### src/rtl/scr1_imem_prefetch_pkg.sv
// Shared memory-interface types and constants for the instruction prefetch buffer.
package scr1_imem_prefetch_pkg;

  localparam int SCR1_IMEM_AWIDTH = 32;
  localparam int SCR1_IMEM_DWIDTH = 32;

  typedef enum logic {
    SCR1_MEM_CMD_RD = 1'b0,
    SCR1_MEM_CMD_WR = 1'b1
  } type_scr1_mem_cmd_e;

  typedef enum logic [1:0] {
    SCR1_MEM_RESP_IDLE   = 2'b00,
    SCR1_MEM_RESP_RDY_OK = 2'b01,
    SCR1_MEM_RESP_RDY_ER = 2'b10
  } type_scr1_mem_resp_e;

  // Clears the byte offset so every fetch is word aligned.
  function automatic logic [SCR1_IMEM_AWIDTH-1:0] scr1_word_align(
    input logic [SCR1_IMEM_AWIDTH-1:0] addr
  );
    return addr & {{(SCR1_IMEM_AWIDTH-2){1'b1}}, 2'b00};
  endfunction

endpackage

### src/rtl/scr1_imem_pf_fifo.sv
// Small synchronous FIFO holding fetched words together with their error flag.
module scr1_imem_pf_fifo #(
  parameter int WIDTH = 33,
  parameter int DEPTH = 4
) (
  input  logic                     clk,
  input  logic                     rst,
  input  logic                     push,
  input  logic                     pop,
  input  logic                     clear,
  input  logic [WIDTH-1:0]         push_data,
  output logic                     full,
  output logic                     empty,
  output logic [$clog2(DEPTH):0]   count,
  output logic [WIDTH-1:0]         head
);

  localparam int PW = $clog2(DEPTH);
  localparam int CW = PW + 1;

  logic [WIDTH-1:0] r_mem [DEPTH];
  logic [PW-1:0]    r_wr_ptr;
  logic [PW-1:0]    r_rd_ptr;
  logic [CW-1:0]    r_count;
  logic             w_push;
  logic             w_pop;

  assign w_push = push & ~clear;
  assign w_pop  = pop & ~clear & ~empty;

  always_ff @(posedge clk) begin
    if (rst || clear) begin
      r_wr_ptr <= '0;
      r_rd_ptr <= '0;
      r_count  <= '0;
    end else begin
      if (w_push) r_wr_ptr <= r_wr_ptr + PW'(1);
      if (w_pop)  r_rd_ptr <= r_rd_ptr + PW'(1);
      case ({w_push, w_pop})
        2'b10:   r_count <= r_count + CW'(1);
        2'b01:   r_count <= r_count - CW'(1);
        default: r_count <= r_count;
      endcase
    end
  end

  // Storage has no reset; validity is tracked solely by the pointers and count.
  always_ff @(posedge clk) begin
    if (w_push) r_mem[r_wr_ptr] <= push_data;
  end

  assign count = r_count;
  assign empty = (r_count == '0);
  assign full  = (r_count == CW'(DEPTH));
  assign head  = empty ? '0 : r_mem[r_rd_ptr];

endmodule

### src/rtl/scr1_imem_prefetch.sv
// Sequential instruction prefetcher: issues word reads after a redirect and buffers results.
module scr1_imem_prefetch
  import scr1_imem_prefetch_pkg::*;
#(
  parameter int SCR1_PF_DEPTH = 4
) (
  input  logic                        clk,
  input  logic                        rst,
  input  logic                        ifu_new_pc_req,
  input  logic [SCR1_IMEM_AWIDTH-1:0] ifu_new_pc,
  output logic                        ifu_instr_vd,
  output logic [SCR1_IMEM_DWIDTH-1:0] ifu_instr,
  output logic                        ifu_instr_err,
  input  logic                        ifu_instr_rdy,
  output logic                        imem_req,
  input  logic                        imem_req_ack,
  output type_scr1_mem_cmd_e          imem_cmd,
  output logic [SCR1_IMEM_AWIDTH-1:0] imem_addr,
  input  logic [SCR1_IMEM_DWIDTH-1:0] imem_rdata,
  input  type_scr1_mem_resp_e         imem_resp
);

  localparam int AW = SCR1_IMEM_AWIDTH;
  localparam int DW = SCR1_IMEM_DWIDTH;
  localparam int CW = $clog2(SCR1_PF_DEPTH) + 1;
  localparam logic [CW-1:0] BTB_LIMIT = CW'(SCR1_PF_DEPTH - 2);

  typedef enum logic [2:0] {
    ST_IDLE,
    ST_ADDR,
    ST_DATA,
    ST_FLUSH,
    ST_ERR
  } pf_state_e;

  pf_state_e       r_state;
  pf_state_e       w_state_next;
  logic [AW-1:0]   r_fetch_addr;
  logic            w_req;
  logic            w_push;
  logic            w_push_err;
  logic            w_pop;
  logic            w_resp_ok;
  logic            w_resp_er;
  logic [DW:0]     w_push_data;
  logic [DW:0]     w_head;
  logic            w_full;
  logic            w_empty;
  logic [CW-1:0]   w_count;

  assign w_resp_ok = (imem_resp == SCR1_MEM_RESP_RDY_OK);
  assign w_resp_er = (imem_resp == SCR1_MEM_RESP_RDY_ER);

  always_comb begin
    w_state_next = r_state;
    w_req        = 1'b0;
    w_push       = 1'b0;
    w_push_err   = 1'b0;
    if (ifu_new_pc_req) begin
      // A response still owed to the old stream must be swallowed before refetching.
      if ((r_state == ST_DATA || r_state == ST_FLUSH) && !w_resp_ok && !w_resp_er)
        w_state_next = ST_FLUSH;
      else
        w_state_next = ST_ADDR;
    end else begin
      case (r_state)
        ST_ADDR: begin
          w_req = ~w_full;
          if (w_req && imem_req_ack) w_state_next = ST_DATA;
        end
        ST_DATA: begin
          if (w_resp_ok) begin
            w_push = 1'b1;
            // Back-to-back only while one slot remains for the next response.
            w_req  = (w_count <= BTB_LIMIT);
            w_state_next = (w_req && imem_req_ack) ? ST_DATA : ST_ADDR;
          end else if (w_resp_er) begin
            w_push       = 1'b1;
            w_push_err   = 1'b1;
            w_state_next = ST_ERR;
          end
        end
        ST_FLUSH: begin
          if (w_resp_ok || w_resp_er) w_state_next = ST_ADDR;
        end
        default: w_state_next = r_state;
      endcase
    end
  end

  always_ff @(posedge clk) begin
    if (rst) begin
      r_state      <= ST_IDLE;
      r_fetch_addr <= '0;
    end else begin
      r_state <= w_state_next;
      if (ifu_new_pc_req)
        r_fetch_addr <= scr1_word_align(ifu_new_pc);
      else if (w_req && imem_req_ack)
        r_fetch_addr <= r_fetch_addr + AW'(4);
    end
  end

  assign w_push_data = {w_push_err, (w_push_err ? {DW{1'b0}} : imem_rdata)};
  assign w_pop       = ~w_empty & ifu_instr_rdy & ~ifu_new_pc_req;

  scr1_imem_pf_fifo #(
    .WIDTH (DW + 1),
    .DEPTH (SCR1_PF_DEPTH)
  ) u_fifo (
    .clk       (clk),
    .rst       (rst),
    .push      (w_push),
    .pop       (w_pop),
    .clear     (ifu_new_pc_req),
    .push_data (w_push_data),
    .full      (w_full),
    .empty     (w_empty),
    .count     (w_count),
    .head      (w_head)
  );

  assign imem_req      = w_req;
  assign imem_addr     = r_fetch_addr;
  assign imem_cmd      = SCR1_MEM_CMD_RD;
  assign ifu_instr_vd  = ~w_empty;
  assign ifu_instr_err = w_head[DW];
  assign ifu_instr     = w_head[DW-1:0];

endmodule

### config.mk
export PLATFORM = sky130hd
export DESIGN_NAME = scr1_imem_prefetch
export DESIGN_NICKNAME = d
export VERILOG_FILES = /design/src/rtl/scr1_imem_prefetch_pkg.sv /design/src/rtl/scr1_imem_pf_fifo.sv /design/src/rtl/scr1_imem_prefetch.sv
export SDC_FILE = /design/constraint.sdc
export NUM_CORES = 1
export LEC_CHECK = 0
export CAP_MARGIN = 20
export CORE_ASPECT_RATIO = 1.2
export CORE_UTILIZATION = 35
export DETAILED_ROUTE_END_ITERATION = 10
export MAX_ROUTING_LAYER = met4
export PLACE_DENSITY_LB_ADDON = 0.1
export REMOVE_ABC_BUFFERS = 1
export SLEW_MARGIN = 20
export SYNTH_ARGS = -nofsm -noshare
export SYNTH_HDL_FRONTEND = slang
export SYNTH_HIERARCHICAL = 1
export SYNTH_SLANG_ARGS = --single-unit
### constraint.sdc
create_clock -name clk -period 3.95 [get_ports clk]
set_input_delay 0.5925 -clock clk [delete_from_list [all_inputs] [get_ports clk]]
set_output_delay 0.5925 -clock clk [all_outputs]
set_load 0.05 [all_outputs]
==> impl_results.md, run 1 <==
* Status: complete, but fails checks
* Failing checks: design-rule violations
* Inst Count DP at about 950
* Highest-delay cell along the critical path: clkdlybuf4s50_1
* CP Data Arrival Time at between 2000 and 3000 ps
* H-Tree Depth at 4
* Share of cells above drive strength 1 at between 10 and 15%
* Worst Path Required at around 3400 ps
* Final setup violation count at 0
* Global route overflow at 0
* Area Growth Syn to Fin at 28.6%
* CP endpoint kind: output port
* Hold wc startpoint: u_fifo/r_rd_ptr[1]
* Ys Warns at 6
* Most frequent cells in the layout: clkdlybuf4s50_1 (133), edfxtp_1 (132), dfxtp_1 (40)
* Crit path time final at 3190 ps
* Die area at between 20,000 and 25,000 µm²
* Power density cells at between 300 and 400 nW/µm²
* Clock Pin Slew Worst Setup and Hold Paths at approximately 70 ps
* Initial antenna violation count at 0
* IO Count at 139
* Pin count of the biggest net entering global routing at 46
* Tightest Hold Check Type: register to register
* Global-route wire length before repair at about 28 mm
* Hold-fix buffers, CTS at 0
* Synth Cell Area at 7870 µm²
* Depth of the worst register-to-register path at 7
* Main synth FF type: edfxtp_1
* Syn_area_per_cell at around 14 µm²
* Hold Path Cell Cnt at 2
* Internal at 0.00303 W
* TritonCTS Sinks at roughly 170
* Setup CP Type: register to output port
* Drt wl/cell at 18.1 µm
* Seq cells post-synth at around 170
* Critical path's top delay family: buffers and inverters
* Comb pwr share at around 8.4%
* Final TNS setup at 0 ps
* Root Buffer: clkbuf_16
* Unrepaired setup endpoints after global routing: no
* Post-CTS Setup Inserts at 0
* CTS tree: done
* Sequential fraction of design power at roughly half
* Initial cell density of the core at 36.0%
* DR pass1 iterations at 9
* Pin slew with the least headroom to its limit at between 800 and 900 ps
* Final Hold Viols at 0
* Sequential share of the synthesized area at 61.0%
* Yosys cell types at just under 60
* Overall fraction of global-route tracks in use at roughly 17%
* Post-DP HPWL at ~11 mm
* Lkg Pwr at 3.22 nW
* Final non-filler cell total at 979
* Worst r2r src: u_fifo/count[0]
* DRC at 6
* Max Cap Viol at 0
* Chip Width at approximately 140 µm
* Fmax at between 0.3 and 0.4 GHz
* Post-synth EDFFs at ~130
* Core Region at about 22,000 µm²
* Async set-reset flop share out of synthesis at 0%
* Crit start category: register
* Crit path cell chain: buf_4, mux4_2, nor2b_1, clkdlybuf4s50_1
* Clock buffer depth at 2
* Clock Skew at 12.2 ps
* Clock network power share at around two fifths
* Ant diodes at 0
* Global placement routability congestion at approximately 0.79
* Reg-to-reg endpoint: imem_addr[13]
* Cell count after synthesis at roughly 560
* Die Y at between 150 and 200 µm
* Switching share of total power at 24.2%
* Final WL at between 15 and 20 mm
* Net switching power at 0.000968 W
* NumNets Final at a little under 800
* Post-route ant nets at 0
* CP max FO at 22
* Max Slew Vio Count at 0
* Final Cycle Share at about 81%
* Starting DRT DRC Count at 182
* Commonest non-fill, non-tap cell in the layout: clkdlybuf4s50_1
* Vias per cell at 5.14
* PortBufs at roughly 130
* Num CTS Buffers at 17
* Vias in the first global route at 5,263
* Worst skew pair latency at 430 ps
* Post-CTS sizing at 0
* Maximum vdd drop at ~0.30 mV
* Via count at around 5,000
* Core Rows at slightly below 60
* Slew headroom at 41.1%
* Buf/Inv on CP at 2
* Worst path max stage delay at around 820 ps
* R2R setup slack at roughly 920 ps
==> sequential cells by signal (all words and copies together) (netlist names), named ones only <==
signal	flops
u_fifo/r_wr_ptr	2
r_state	3
u_fifo/r_mem	132
imem_addr	30
u_fifo/r_rd_ptr	2
u_fifo/count	3
==> how the worst max path moves through the flow <==
stage	from	to	slack [ps]	depth (start not counted)
2_1_floorplan	u_fifo/count[1]	u_fifo/count[2]	460	11
4_1_cts	register	ifu_instr[11]	670	4
3_5_place_dp	imem_resp[1]	imem_addr[13]	510	7
5_1_grt	u_fifo/count[0]	imem_req	600	6
3_3_place_gp	imem_resp[0]	u_fifo/count[2]	600	13
6_report	register	ifu_instr[26]	760	4
==> metrics by stage <==
| stage | util (%) | cell area, µm² | setup WS, ps | hold WS, ps | total power, W |
|---|---|---|---|---|---|
| finish | 46.4 | 10100 | 756 | 490 | 0.00400 |
| global route | 46.4 | 10100 | 595 | 526 | 0.00413 |
| CTS | 46.4 | 10100 | 666 | 494 | 0.00404 |
| detailed placement | 43.7 | 9550 | 513 | 479 | 0.00240 |
| global placement | 43.7 | 9550 | 598 | 460 | 0.00240 |
| floorplan | - | 7680 | 460 | 459 | 0.00224 |
==> metal layers <==
metal	track usage (%)	up-vias	part of all wire, %
li1	-	2392	-
met1	19.3	2497	43
met2	28.1	129	52
met3	3.89	16	4.6
met4	5.17	0	1.1
met5	-	-	0
==> layout make-up <==
cell class / instances / area [µm²]
tap: 274 / 343
clock buffer: 17 / 425
timing repair buffer: 149 / 1510
multi-input combinational: 329 / 2810
fill: 1947 / 11700
sequential: 174 / 4810
clock inverter: 14 / 150
inverter: 22 / 82.6
==> synth_stat cells (all sizes together), types with 17 or more instances <==
| cell | instances | area share [%] |
|---|---|---|
| edfxtp | 132 | 50 |
| dfxtp | 42 | 11 |
| nor2b | 37 | 2.9 |
| and2 | 36 | 2.9 |
| nor2 | 36 | 1.7 |
| mux4 | 33 | 9.4 |
| a211oi | 23 | 2.2 |
| inv | 21 | 1.0 |
| clkbuf | 20 | 0.95 |
| nand2 | 20 | 0.99 |
| a21oi | 19 | 1.2 |
| xnor2 | 17 | 1.9 |
==> power by group through the flow <==
stage | logic, W | registers [W] | clock network, W
6_report | 0.000336 | 0.00203 | 0.00163
3_5_place_dp | 0.000336 | 0.00206 | 0
4_1_cts | 0.000338 | 0.00202 | 0.00167
3_3_place_gp | 0.000332 | 0.00206 | 0
5_1_grt | 0.000359 | 0.00203 | 0.00175
2_1_floorplan | 0.000108 | 0.00213 | 0
==> logic make-up (layout without fill, tap and decap cells) <==
kind of cell             count (synthesis)  after routing  share of synthesized area, %
flip-flops                             174            174                          61.0
AO/OA/AOI/OAI                           84             84                          8.74
adder cells (fa/ha/maj)                 10             10                          1.68
buffers and inverters                   58            202                          3.58
AND/OR/NAND/NOR                        178            178                          13.1
other                                    1              3                        0.0476
multiplexers                            34             34                          9.57
XOR/XNOR                                20             20                          2.22
==> tightest hold or removal path, stage by stage, from the launching register on <==
cell,delay (ps)
dfxtp_1,300
o21ai_0,60
a21oi_1,70
No activity file was read; power rests on OpenSTA's default activity.
==> run 2: changes to the inputs <==
clock period = 2.97 ns   (was 3.95 ns; I/O delays follow)
==> run 2 against run 1 <==
The run still ends with design-rule violations left. Clock power rose by 34%. First-iteration DRC count rose by 8.8%. Routed wire length rose by 1.2%. Sequential share of layout area fell by 0.60 points. Clock skew barely moved. Hold slack improved by 2.1 ps. Setup slack got worse by 420 ps. Critical endpoint is now ifu_instr_err. Largest power group unchanged.
==> impl_results.md, run 2 (same netlist as run 1, synthesis figures left out) <==
* Global route overflow at 0
* Pin slew with the least headroom to its limit at approximately 640 ps
* Via count at around 5,100
* Clock Skew at between 10 and 15 ps
* Buf/Inv on CP at 2
* Share of cells above drive strength 1 at ~17%
* Maximum vdd drop at 0.399 mV
* Comb pwr share at between 8 and 9%
* Commonest non-fill, non-tap cell in the layout: edfxtp_1
* Failing checks: design-rule violations
* Lkg Pwr at roughly 3.7 nW
* H-Tree Depth at 4
* Final WL at between 15 and 20 mm
* Max reg flops at approximately 130
* Crit path cell chain: buf_12, mux4_2, nor2b_1, dlygate4sd2_1
* TritonCTS Sinks at 174
* CP endpoint kind: output port
* IO Count at between 100 and 150
* Reg with most FFs: u_fifo/r_mem
* Worst Path Required at approximately 2500 ps
* Vias in the first global route at 5,268
* Sequential fraction of design power at 50.5%
* Clock Pin Slew Worst Setup and Hold Paths at about 60 ps
* Area Growth Syn to Fin at 30.3%
* Net switching power at 0.00135 W
* Post-layout utilization of the core at between 40% and 50%
* Setup CP Type: register to output port
* Final Hold Viols at 0
* # fillers at 1,953
* Tightest Hold Check Type: register to register
* Die area at ~23,000 µm²
* CP max FO at 33
* Critical path's top delay family: buffers and inverters
* Overall fraction of global-route tracks in use at between 15 and 20%
* Unrepaired setup endpoints after global routing: no
* Status: complete, but fails checks
* PortBufs at between 100 and 150
* NumNets Final at a little under 800
* Initial antenna violation count at 0
* Global-route wire length before repair at between 20 and 30 mm
* DR pass1 iterations at 10
* Crit start category: register
* Pre-CTS setup slack at -122 ps
* CTS tree: done
* Switching share of total power at around a quarter
* DRC at 4
* Hold WS at just under 500 ps
* Starting DRT DRC Count at 198
* Clock network power share at between 40% and 50%
* Slew headroom at 57.4%
* Initial cell density of the core at between 30% and 40%
* PnR worst setup slack at 331 ps
* Worst path max stage delay at 530 ps
* Highest-delay cell along the critical path: mux4_2
* CP Data Arrival Time at about 2200 ps
* Worst skew pair latency at between 400 and 500 ps
* Multi-input logic area at 2810 µm²
* Num CTS Buffers at 17
* Pin count of the biggest net entering global routing at 46
* Most frequent cells in the layout: edfxtp_1 (132), clkdlybuf4s50_1 (99), dfxtp_1 (40)
* Drt wl/cell at around 18 µm
* Core Region at 21,900 µm²
* Post-route ant nets at 0
* Global placement routability congestion at roughly 0.75
* Fmax at 0.379 GHz
* Post-DP HPWL at ~12 mm
* Vias per cell at 5.12
* Die Y at about 170 µm
* Chip Width at roughly 140 µm
* Root Buffer: clkbuf_16
* Clock buffer depth at 2
* Power density cells at roughly 520 nW/µm²
* Core Rows at 59
* Final TNS setup at 0 ps
* Final Cycle Share at 88.8%
* Max Slew Vio Count at 0
* Ant diodes at 0
* Internal at 0.00398 W
* Max Cap Viol at 0
* Final setup violation count at 0
* Sequential cell area at about 4800 µm²
* Crit path time final at approximately 2600 ps
## run 2: per-stage QoR
step | cells | cell area (µm²) | total power, W
after floorplan | 525 | 7680 | 0.00298
after global placement | 958 | 9630 | 0.00319
after detailed placement | 958 | 9630 | 0.00320
after CTS | 990 | 10200 | 0.00538
after global routing | 990 | 10300 | 0.00552
final | 990 | 10300 | 0.00533
## run 2: what timing repair did
item | CTS | global route
setup buffers | 0 | 0
gates resized for setup | 6 | 18
setup endpoints to repair | 6 | 18
hold buffers | 0 | 0
endpoints found under the hold margin | 0 | 0
## run 2: path summary, 6_finish.rpt
kind                      startpoint             to  slack, ps  cells after the start
setup / recovery            register  ifu_instr_err        330                      4
hold / removal    u_fifo/r_rd_ptr[1]       register        490                      2
setup reg to reg     u_fifo/count[0]  imem_addr[29]        450                      8
hold reg to reg   u_fifo/r_rd_ptr[1]       register        490                      2
## run 2: layout make-up
| type | instances | share of cell area (%) |
|---|---|---|
| sequential | 174 | 46.9 |
| multi-input combinational | 329 | 27.4 |
| timing repair buffer | 159 | 15.9 |
| clock buffer | 17 | 4.15 |
| tap | 274 | 3.34 |
| clock inverter | 15 | 1.62 |
| inverter | 22 | 0.805 |
## run 2: metal layers
layer	GRT usage, %	part of all wire [%]	vias to the layer above
met2	28.0	51	133
li1	-	-	2404
met3	3.84	4.4	19
met4	5.17	1.3	0
met5	-	0	-
met1	20.0	43	2511
## run 2: worst min-delay path, delay by kind of cell, from the launching register on
kind	cells	cell delay [ps]
AO/OA/AOI/OAI	2	150
flip-flops	1	300
## run 2: power groups by stage
stage	registers, W	clock network, W	logic, W
3_5_place_dp	0.00275	0	0.000454
4_1_cts	0.00269	0.00224	0.000456
3_3_place_gp	0.00275	0	0.000449
5_1_grt	0.00270	0.00234	0.000484
6_report	0.00269	0.00218	0.000453
2_1_floorplan	0.00283	0	0.000144
==> run 3: changes to the inputs <==
MAX_ROUTING_LAYER = unset   (was met4)
==> run 3 against run 2 <==
The flow still finishes with violations (design-rule violations). Non-clock buffer count is the same. Setup slack worse by 0.72 ps. Die area unchanged. Utilization unchanged. Critical endpoint is now ifu_instr[16]. Design area did not move. Clock-buffer cell count stayed put.
==> impl_results.md, run 3 (same netlist as run 1, synthesis figures left out) <==
* Status: complete, but fails checks
* Failing checks: design-rule violations
* Crit path time final at approximately 2600 ps
* Global-route wire length before repair at 28.9 mm
* Post-layout utilization of the core at between 40 and 50%
* Pre-CTS setup slack at -122 ps
* CP max FO at 33
* Clock Pin Slew Worst Setup and Hold Paths at 60 ps
* Die Y at 166 µm
* Clock Skew at 11.5 ps
* Pin count of the biggest net entering global routing at between 40 and 50
* CTS tree: done
* Global placement routability congestion at between 0.7 and 0.8
* Final WL at between 15 and 20 mm
* Pin slew with the least headroom to its limit at approximately 650 ps
* Chip Width at 139 µm
* Unrepaired setup endpoints after global routing: no
* Commonest non-fill, non-tap cell in the layout: edfxtp_1
* Power density cells at 519 nW/µm²
* H-Tree Depth at 4
* TritonCTS Sinks at approximately 170
* Fmax at between 0.3 and 0.4 GHz
* Hold-fix buffers, CTS at 0
* IO Count at around 140
* Initial cell density of the core at between 30 and 40%
* DRC at 4
* Max Cap Viol at 0
* Core Rows at between 50 and 60
* PortBufs at ~130
* Crit start category: register
* Reg with most FFs: u_fifo/r_mem
* Tightest Hold Check Type: register to register
* Post-route ant nets at 0
* Lkg Pwr at approximately 3.7 nW
* Max reg flops at 132
* Vias in the first global route at around 5,300
* Die area at between 20,000 and 25,000 µm²
* Share of cells above drive strength 1 at between 10% and 20%
* Root Buffer: clkbuf_16
* Final Hold Viols at 0
* # fillers at 1,953
* Final setup violation count at 0
* DR pass1 iterations at 9
* Via count at around 5,100
* Initial antenna violation count at 0
* Core Region at approximately 22,000 µm²
* PnR worst setup slack at between 300 and 400 ps
* Max Slew Vio Count at 0
* Overall fraction of global-route tracks in use at between 15 and 20%
* Global route overflow at 0
* Post-CTS Setup Inserts at 0
* Num CTS Buffers at 17
* Post-DP HPWL at 11.9 mm
* Area Growth Syn to Fin at 30.3%
* Starting DRT DRC Count at ~180
* Worst skew pair latency at 430 ps
* Ant diodes at 0
* Drt wl/cell at 18.0 µm
* Setup CP Type: register to output port
* Hold WS at about 490 ps
* Vias per cell at 5.11
* Maximum vdd drop at roughly 0.40 mV
* Worst Path Required at 2520 ps
* Most frequent cells in the layout: edfxtp_1 (132), clkdlybuf4s50_1 (99), dfxtp_1 (40)
* NumNets Final at ~780
* Final Cycle Share at between 80 and 90%
* Clock buffer depth at 2
* Slew headroom at between 50% and 60%
* CP Data Arrival Time at roughly 2200 ps
* CP endpoint kind: output port
-- run 3: area by class of cell --
type	instances	area [µm²]	share of cell area, %
repair buffers	159	1630	15.9
well taps	274	343	3.34
clock buffers	17	425	4.15
clock inverters	15	166	1.62
flip-flops and latches	174	4810	46.9
multi-input cells	329	2810	27.4
inverters	22	82.6	0.805
-- run 3: worst paths after layout --
| check | slack, ps | to | depth (start not counted) | from |
|---|---|---|---|---|
| worst min-delay path | 490 | register | 2 | u_fifo/r_rd_ptr[1] |
| worst min register to register | 490 | register | 2 | u_fifo/r_rd_ptr[1] |
| worst max register to register | 460 | imem_addr[29] | 8 | u_fifo/count[0] |
| worst max-delay path | 330 | ifu_instr[16] | 4 | register |
-- run 3: what timing repair did --
item,CTS,global route
gates resized for setup,6,18
gates cloned,0,0
endpoints found under the setup margin,6,18
hold endpoints to repair,0,0
-- run 3: worst max-delay path, cell delays in order (launching register included) --
cell and delay [ps]:
dfxtp_2 340, buf_12 280, mux4_2 540, nor2b_1 160
dlygate4sd2_1 450
-- run 3: per-stage QoR --
stage / cells / TNS [ps] / total power [W] / instance area (µm²)
global placement: 958 / 0 / 0.00319 / 9630
finish: 990 / 0 / 0.00532 / 10300
global route: 990 / 0 / 0.00552 / 10300
detailed placement: 958 / -205 / 0.00320 / 9630
floorplan: 525 / -5070 / 0.00298 / 7680
CTS: 990 / 0 / 0.00538 / 10200
-- run 3: power by group --
| part | leakage [nW] | internal (W) | switching [W] |
|---|---|---|---|
| Combinational | 1.85 | 0.000199 | 0.000253 |
| Sequential | 1.54 | 0.00265 | 0.0000447 |
| Clock | 0.288 | 0.00113 | 0.00105 |
| Total | 3.68 | 0.00398 | 0.00135 |
-- run 3: layer usage --
metal	global-route usage, %	share of wire (%)	wire [µm]	vias to the layer above
met3	4.44	5.0	900	17
met2	28.0	51	9120	135
li1	-	-	-	2408
met4	5.17	1.2	208	0
met1	19.7	43	7640	2494
met5	0	0	0	-
